`src/rtl/b01_collector.sv`:
```
// b01_collector: deserializer behind the b01 serial comparator.
//
// This block samples the outp/overflw pair on cycles where sample=1.
// It packs outp LSB-first into WIDTH-bit words. Each word carries an
// overflow flag. Finished words go out through a single-entry
// valid/ready register.
//
// Optional feature macro: B01_COLLECTOR_PARITY_EN
//   When defined, the block adds an out_par output (XOR of out_word).
//   A word with odd parity is also flagged in out_ovf.
//
// Output register FSM:
//   state    | meaning
//   ST_EMPTY | no unconsumed word, out_valid=0
//   ST_FULL  | out_word/out_ovf hold a word not yet accepted, out_valid=1

module b01_collector #(
    parameter int WIDTH = 8,
    parameter int CNT_W = 4
) (
    input  logic             clock,
    input  logic             reset,
    input  logic             outp,
    input  logic             overflw,
    input  logic             sample,
    output logic [WIDTH-1:0] out_word,
    output logic             out_ovf,
    output logic             out_valid,
    input  logic             out_ready,
    output logic [CNT_W-1:0] ovf_count,
    output logic             dropped
`ifdef B01_COLLECTOR_PARITY_EN
    ,
    output logic             out_par
`endif
);

    localparam int BCNT_W = (WIDTH > 1) ? $clog2(WIDTH) : 1;
    localparam logic [BCNT_W-1:0] BCNT_LAST = BCNT_W'(WIDTH - 1);
    localparam logic [CNT_W-1:0]  CNT_MAX   = {CNT_W{1'b1}};

    typedef enum logic {
        ST_EMPTY = 1'b0,
        ST_FULL  = 1'b1
    } state_t;

    state_t            r_state;
    state_t            w_state_nxt;

    logic [WIDTH-1:0]  r_sreg;
    logic [BCNT_W-1:0] r_bcnt;
    logic              r_acc_ovf;

    logic [WIDTH-1:0]  r_out_word;
    logic              r_out_ovf;
    logic [CNT_W-1:0]  r_ovf_count;
    logic              r_dropped;

    logic              w_complete;
    logic [WIDTH-1:0]  w_cand_word;
    logic              w_cand_ovf;
    logic              w_fire;
    logic              w_load;
    logic              w_drop;

    // The final bit completes the word in the same cycle it arrives, so the
    // candidate word is built from the incoming bit plus the shift register.
    assign w_complete  = sample && (r_bcnt == BCNT_LAST);
    assign w_cand_word = {outp, r_sreg[WIDTH-1:1]};
`ifdef B01_COLLECTOR_PARITY_EN
    assign w_cand_ovf  = r_acc_ovf | overflw | (^w_cand_word);
`else
    assign w_cand_ovf  = r_acc_ovf | overflw;
`endif
    assign w_fire      = (r_state == ST_FULL) && out_ready;

    // Shift in qualified bits and track the bit position and overflow
    // accumulator of the word currently being assembled.
    always_ff @(posedge clock) begin
        if (reset) begin
            r_sreg    <= '0;
            r_bcnt    <= '0;
            r_acc_ovf <= 1'b0;
        end else if (sample) begin
            r_sreg <= {outp, r_sreg[WIDTH-1:1]};
            if (w_complete) begin
                r_bcnt    <= '0;
                r_acc_ovf <= 1'b0;
            end else begin
                r_bcnt    <= r_bcnt + 1'b1;
                r_acc_ovf <= r_acc_ovf | overflw;
            end
        end
    end

    // Output register state.
    always_ff @(posedge clock) begin
        if (reset) begin
            r_state <= ST_EMPTY;
        end else begin
            r_state <= w_state_nxt;
        end
    end

    // Decide load/drop and the next output register state. When the word
    // completes while the register is full, it is loaded only if the
    // current word is handed off in that same cycle.
    always_comb begin
        w_state_nxt = r_state;
        w_load      = 1'b0;
        w_drop      = 1'b0;
        case (r_state)
            ST_EMPTY: begin
                if (w_complete) begin
                    w_load      = 1'b1;
                    w_state_nxt = ST_FULL;
                end
            end
            ST_FULL: begin
                if (w_complete) begin
                    if (w_fire) begin
                        w_load = 1'b1;
                    end else begin
                        w_drop = 1'b1;
                    end
                    w_state_nxt = ST_FULL;
                end else if (w_fire) begin
                    w_state_nxt = ST_EMPTY;
                end
            end
            default: begin
                w_state_nxt = ST_EMPTY;
            end
        endcase
    end

    // Output data, saturating overflow-word count and sticky drop flag.
    // The data fields keep their last value after a handoff.
    always_ff @(posedge clock) begin
        if (reset) begin
            r_out_word  <= '0;
            r_out_ovf   <= 1'b0;
            r_ovf_count <= '0;
            r_dropped   <= 1'b0;
        end else begin
            if (w_load) begin
                r_out_word <= w_cand_word;
                r_out_ovf  <= w_cand_ovf;
                if (w_cand_ovf && (r_ovf_count != CNT_MAX)) begin
                    r_ovf_count <= r_ovf_count + 1'b1;
                end
            end
            if (w_drop) begin
                r_dropped <= 1'b1;
            end
        end
    end

`ifdef B01_COLLECTOR_PARITY_EN
    logic r_out_par;

    // Parity is registered alongside the word it describes.
    always_ff @(posedge clock) begin
        if (reset) begin
            r_out_par <= 1'b0;
        end else if (w_load) begin
            r_out_par <= ^w_cand_word;
        end
    end

    assign out_par = r_out_par;
`endif

    assign out_word  = r_out_word;
    assign out_ovf   = r_out_ovf;
    assign out_valid = (r_state == ST_FULL);
    assign ovf_count = r_ovf_count;
    assign dropped   = r_dropped;

endmodule

```
`config.mk`:
```
export PLATFORM = sky130hd
export DESIGN_NAME = b01_collector
export DESIGN_NICKNAME = d
export VERILOG_FILES = /design/src/rtl/b01_collector.sv
export SDC_FILE = /design/constraint.sdc
export NUM_CORES = 1
export LEC_CHECK = 0
export ABC_CLOCK_PERIOD_IN_PS = 2150
export CORE_ASPECT_RATIO = 0.8
export CORE_MARGIN = 4
export CORE_UTILIZATION = 45
export CTS_CLUSTER_SIZE = 8
export DETAILED_ROUTE_END_ITERATION = 8
export HOLD_SLACK_MARGIN = 0.12
export PLACE_DENSITY = 0.76
export SYNTH_ARGS = -nofsm -noshare
export SYNTH_HDL_FRONTEND = slang
export SYNTH_SLANG_ARGS = --single-unit
```
`constraint.sdc`:
```
create_clock -name clock -period 2.15 [get_ports clock]
set_clock_uncertainty 0.2 [all_clocks]
set_input_delay 0.43 -clock clock [delete_from_list [all_inputs] [get_ports clock]]
set_output_delay 0.43 -clock clock [all_outputs]
set_load 0.05 [all_outputs]
```
==> impl_metrics.toml, run 1 <==
[floorplanning]
core_area_um2 = 2200
die-width_um = 62.4
fp-row-count = 15
initial_core_util_pct = 48.5
io_pins = 21
die-height_um = 51.5
die-area_um2 = 3220

[worst_setup_path]
cp_data_arrival_time_ns = 1.48
cp-endpoint = "dropped"
worstReg2RegEnd = "ovf_count[0]"
critPathRequiredTime_ns = 1.52
critical-path-slowest-cell = "clkdlybuf4s50_1"
r2r_setup_slack_ns = 0.34
startpoint = "dropped"
path_depth = 1
worstSetupPathType = "reg2out"
path_cells = "clkdlybuf4s50_1"
cp_max_fo = 2
cp_top_family = "buffers and inverters"
slowest_delay_ns = 0.81
path_buf_inv = 1
startpoint_type = "register"
timing.rr.start = "r_bcnt[0]"
endpoint_kind = "primary output"
ff2ff_path_depth = 5

[final_layout]
drive_gt1_share_pct = 12.9
multiInputGateArea_um2 = 508
ff_latch_area_um2 = 520
antenna-diode-count = 0
area_growth_pct = 26.6
nNetsFinal = 150
nFillCells = 201

[yosys]
synthTopCellsByArea = "dfxtp_1 49%, mux2i_1 7.5%, a21oi_1 7.0%"
ys_seq_area_share_pct = 48.8
yosysMostFrequentCell = "dfxtp_1"
synth_common_cells = "26 x dfxtp_1, 15 x a21oi_1, 12 x nor2_1"
synth_largest_area_cell = "dfxtp_1"
async_flop_share_pct = 0
synth_edf_count = 0
synth_ff_type = "dfxtp_1"
avgSynthCellArea_um2 = 9.19
yosys_warnings = 0
synth_top_area_share_pct = 48.8
syn_area_um2 = 1070
yosysUniqueCellTypes = 26
synth-seq-cells = 26
syn_inst = 116
synth_nets = 125

[min_path]
min_path_type = "reg2reg"

[power]
power_uw = 736
powerDensity_nw_per_um2 = 545
irDropWorstVdd_mv = 0.572
p_leak_uw = 0.000638

[clock_tree]
cts_tree = "built"
cts_made_buffers = 3
clkSlewWorstSetupHoldPaths_ns = 0.12
cts.sinks = 26
post_cts_buffers = 0
cts_root_buf = "clkbuf_4"
htreeDepth = 1
clock_latency_ns = 0.32
cts_buffer_depth = 2

[timing]
setup_tns_ns = 0
timing.final.crit_share_pct = 98.3
fmax_mhz = 473
hold_violations = 0
rsz0062_at_grt = "false"
final-max-slew-violation-count = 0
tightest_slew_ns = 0.510
layout_min_cycle_time_ns = 2.11
fin_ws_ns = 0.0371
slew-limit-headroom_pct = 65.9
final-setup-viol-count = 0

[place]
dp_slack_ns = 0.0913
gp_congestion = 0.820
io_buffers = 20
place_hpwl_mm = 1.59

[detailed_routing]
final_antenna_net_count = 0
viasPerCell = 5.43
vias = 890
first_iter_violations = 23
drt-total-wl_mm = 2.10
drc = 0
wl_per_cell_um = 12.8
dr.pass1.iters = 4

[job]
cap_viol_max_count = 0

[grt]
grt_use_total_pct = 14.4
grt_antenna_before_repair = 0
grt_pass1_wl_mm = 3.71
grt_pass1_vias = 871
grt-ovfl-total = 0
grt_max_degree = 21

[run_status]
outcome = "complete, no violations"
-- how the worst min path moves through the flow --
stage                     slack (ns)  depth (start not counted)   endpoint       from
after floorplan                 0.24                          2  r_bcnt[1]  r_bcnt[1]
after global placement          0.25                          2  r_bcnt[2]  r_bcnt[2]
after detailed placement        0.26                          2  r_bcnt[1]  r_bcnt[1]
after CTS                       0.28                          2  r_bcnt[1]  r_bcnt[1]
after global routing            0.31                          2  r_bcnt[2]  r_bcnt[2]
final                           0.28                          2  r_bcnt[1]  r_bcnt[1]
-- power by group --
part	switching, µW	internal [µW]	total [µW]
clock network	133	65.6	199
logic	22.5	21.8	44.3
registers	4.34	488	493
total	160	576	736
-- logic make-up after synthesis --
group / synth area share, %
multiplexers: 8.57
AO/OA/AOI/OAI: 14.4
adder cells (fa/ha/maj): 3.52
flip-flops: 48.8
AND/OR/NAND/NOR: 21.1
buffers and inverters: 3.52
-- what timing repair did --
item,4_1_cts,5_1_grt
endpoints found under the hold margin,0,0
gates resized for setup,1,6
endpoints found under the setup margin,1,6
hold buffers,0,0
-- layout make-up --
cell class | count | share of cell area (%)
Sequential cell | 26 | 38.6
Multi-Input combinational cell | 81 | 37.6
Timing Repair Buffer | 28 | 19.6
Tap cell | 25 | 2.32
Clock buffer | 3 | 1.67
Inverter | 1 | 0.278
-- through the flow --
stage / instances / area, µm² / util, % / hold slack (ns)
detailed placement: 161 / 1310 / 59.8 / 0.262
global placement: 161 / 1310 / 59.8 / 0.250
CTS: 164 / 1340 / 60.8 / 0.280
floorplan: 116 / 1070 / - / 0.243
global route: 164 / 1350 / 61.5 / 0.310
finish: 164 / 1350 / 61.5 / 0.280
-- cell usage in the layout, fill, tap and decap left out, types with 2 or more instances in the layout --
cell             count
nand3b_1             2
nor2b_1              2
and3_1               2
nor2_1              12
o21ai_0              9
ha_1                 3
nor3_1               2
nand3_1              9
buf_4               12
a41oi_1              2
dlymetal6s2s_1       6
a21oi_1             15
clkdlybuf4s50_1      9
nand2_1              4
mux2i_1              8
nand2b_1             3
clkbuf_4             3
dfxtp_1             26
-- state kept, by name (all words and copies together) (netlist names) --
register / flops
ovf_count: 4
r_acc_ovf: 1
out_valid: 1
r_sreg: 7
dropped: 1
r_bcnt: 3
out_word: 8
out_ovf: 1
-- routing by layer --
metal / routed length (µm) / track usage [%] / share of wire (%) / up-vias
met5: 0 / 0 / 0 / -
met4: 22 / 6.36 / 1.0 / 0
met2: 1010 / 25.2 / 48 / 17
li1: - / - / - / 457
met1: 948 / 16.3 / 45 / 414
met3: 115 / 4.54 / 5.5 / 2
Power figures use the tool's default switching activity.
==> run 2: changes to the inputs <==
--- a/config.mk
+++ b/config.mk
@@ -11,8 +11,9 @@
 export CORE_UTILIZATION = 45
 export CTS_CLUSTER_SIZE = 8
 export DETAILED_ROUTE_END_ITERATION = 8
-export HOLD_SLACK_MARGIN = 0.12
+export HOLD_SLACK_MARGIN = 0.03
 export PLACE_DENSITY = 0.76
+export RECOVER_POWER = 100
 export SYNTH_ARGS = -nofsm -noshare
 export SYNTH_HDL_FRONTEND = slang
 export SYNTH_SLANG_ARGS = --single-unit
==> impl_metrics.toml, run 2 (synthesis results as in run 1) <==
[run_status]
outcome = "complete, no violations"

[clock_tree]
cts_buffer_depth = 2
clkSlewWorstSetupHoldPaths_ns = 0.13
cts_root_buf = "clkbuf_4"
clock_latency_ns = 0.32
htreeDepth = 1
post_cts_buffers = 0
cts_tree = "built"
cts_made_buffers = 3
cts.sinks = 26

[timing]
layout_min_cycle_time_ns = 2.11
final-setup-viol-count = 0
fmax_mhz = 473
timing.final.crit_share_pct = 98.3
rsz0062_at_grt = "false"
final-max-slew-violation-count = 0
slew-limit-headroom_pct = 45.4
hold_violations = 0
setup_tns_ns = 0
tightest_slew_ns = 0.819

[final_layout]
largest_register_ffs = 8
final_common_cell = "dfxtp_1"
drive_gt1_share_pct = 7.91
area_growth_pct = 18.2
antenna-diode-count = 0
multiInputGateArea_um2 = 493
nFillCells = 217
layout_common_cells = "26 x dfxtp_1, 15 x a21oi_1, 12 x nor2_1, 12 x clkbuf_1"
nNetsFinal = 150
design_area_um2 = 1260
ff_latch_area_um2 = 520

[floorplanning]
io_pins = 21
die-height_um = 51.5
initial_core_util_pct = 48.5
fp-row-count = 15
core_area_um2 = 2200
die-area_um2 = 3220
die-width_um = 62.4

[grt]
grt_pass1_wl_mm = 3.71
top_usage_layer = "met2"
grt_antenna_before_repair = 0
grt_max_degree = 21
met1_usage_pct = 16.3
grt_pass1_vias = 871
grt-ovfl-total = 0
met3_usage_pct = 4.54
grt_util_met2_pct = 25.2
grt_use_total_pct = 14.4

[worst_setup_path]
cp_top_family = "buffers and inverters"
path_cells = "clkdlybuf4s50_1"
critPathRequiredTime_ns = 1.52
timing.rr.start = "r_bcnt[0]"
startpoint = "dropped"
cp_max_fo = 2
slowest_delay_ns = 0.81
critical-path-slowest-cell = "clkdlybuf4s50_1"
endpoint_kind = "primary output"
startpoint_type = "register"
path_buf_inv = 1
worstSetupPathType = "reg2out"
cp_data_arrival_time_ns = 1.48

[power]
switching_share_pct = 22.0
irDropWorstVdd_mv = 0.581
clockPowerShare_pct = 27.4
p_comb_share_pct = 5.7
p_int_uw = 574
pwr-share-seq_pct = 66.8
powerDensity_nw_per_um2 = 585
p_leak_uw = 0.000487
switchingPower_uw = 162

[detailed_routing]
wl_per_cell_um = 12.9
drc = 0
first_iter_violations = 19
viasPerCell = 5.48
vias = 899
dr.pass1.iters = 4
drt-total-wl_mm = 2.12
final_antenna_net_count = 0

[place]
place_hpwl_mm = 1.59
io_buffers = 20
dpl_cell_area_um2 = 1310
gp_congestion = 0.820

[min_path]
min_path_type = "reg2reg"
hp-start = "r_bcnt[1]"

[job]
cap_viol_max_count = 0
run 2: changes by cell type in the layout (fill, tap and decap cells not counted), sizes merged:
cell | previous run | this run
clkbuf | 3 | 15
buf | 12 | 6
dlymetal6s2s | 6 | 0
clkdlybuf4s50 | 9 | 8
dlygate4sd3 | 0 | 1
run 2: final timing paths:
path             endpoint  slack, ns  cells past startpoint
min             r_bcnt[1]       0.28                      2
max reg2reg  ovf_count[0]       0.23                      5
min reg2reg     r_bcnt[1]       0.28                      2
max               dropped       0.04                      1
run 2: power by group through the flow:
stage | sequential (µW) | clock (µW) | combinational [µW]
after floorplan | 502 | 0 | 28.0
after global placement | 503 | 0 | 43.0
after detailed placement | 503 | 0 | 44.4
after CTS | 493 | 208 | 44.6
after global routing | 494 | 227 | 47.5
final | 492 | 202 | 42.3
run 2: per-layer routing:
layer / wire length (µm) / up-vias
met5: 0 / -
met1: 966 / 425
met2: 1000 / 15
met3: 125 / 2
met4: 22 / 0
li1: - / 457
run 2: area by class of cell:
type	count	area share (%)
clock buffers	3	1.79
inverters	1	0.298
multi-input cells	81	39.1
flip-flops and latches	26	41.3
well taps	25	2.48
repair buffers	28	15.0
run 2: timing repair:
action	CTS	global route
endpoints found under the setup margin	1	6
endpoints found under the hold margin	0	0
hold buffers	0	0
gates resized for setup	1	6
gates cloned	0	0
run 2: per-stage QoR:
stage | setup WS [ns] | hold slack, ns | utilization, % | cells | total power (µW)
CTS | 0.0190 | 0.280 | 60.8 | 164 | 745
global route | 0.00130 | 0.310 | 57.4 | 164 | 769
finish | 0.0367 | 0.277 | 57.4 | 164 | 737
detailed placement | 0.0913 | 0.262 | 59.8 | 161 | 548
floorplan | 0.325 | 0.243 | - | 116 | 530
global placement | 0.125 | 0.250 | 59.8 | 161 | 546
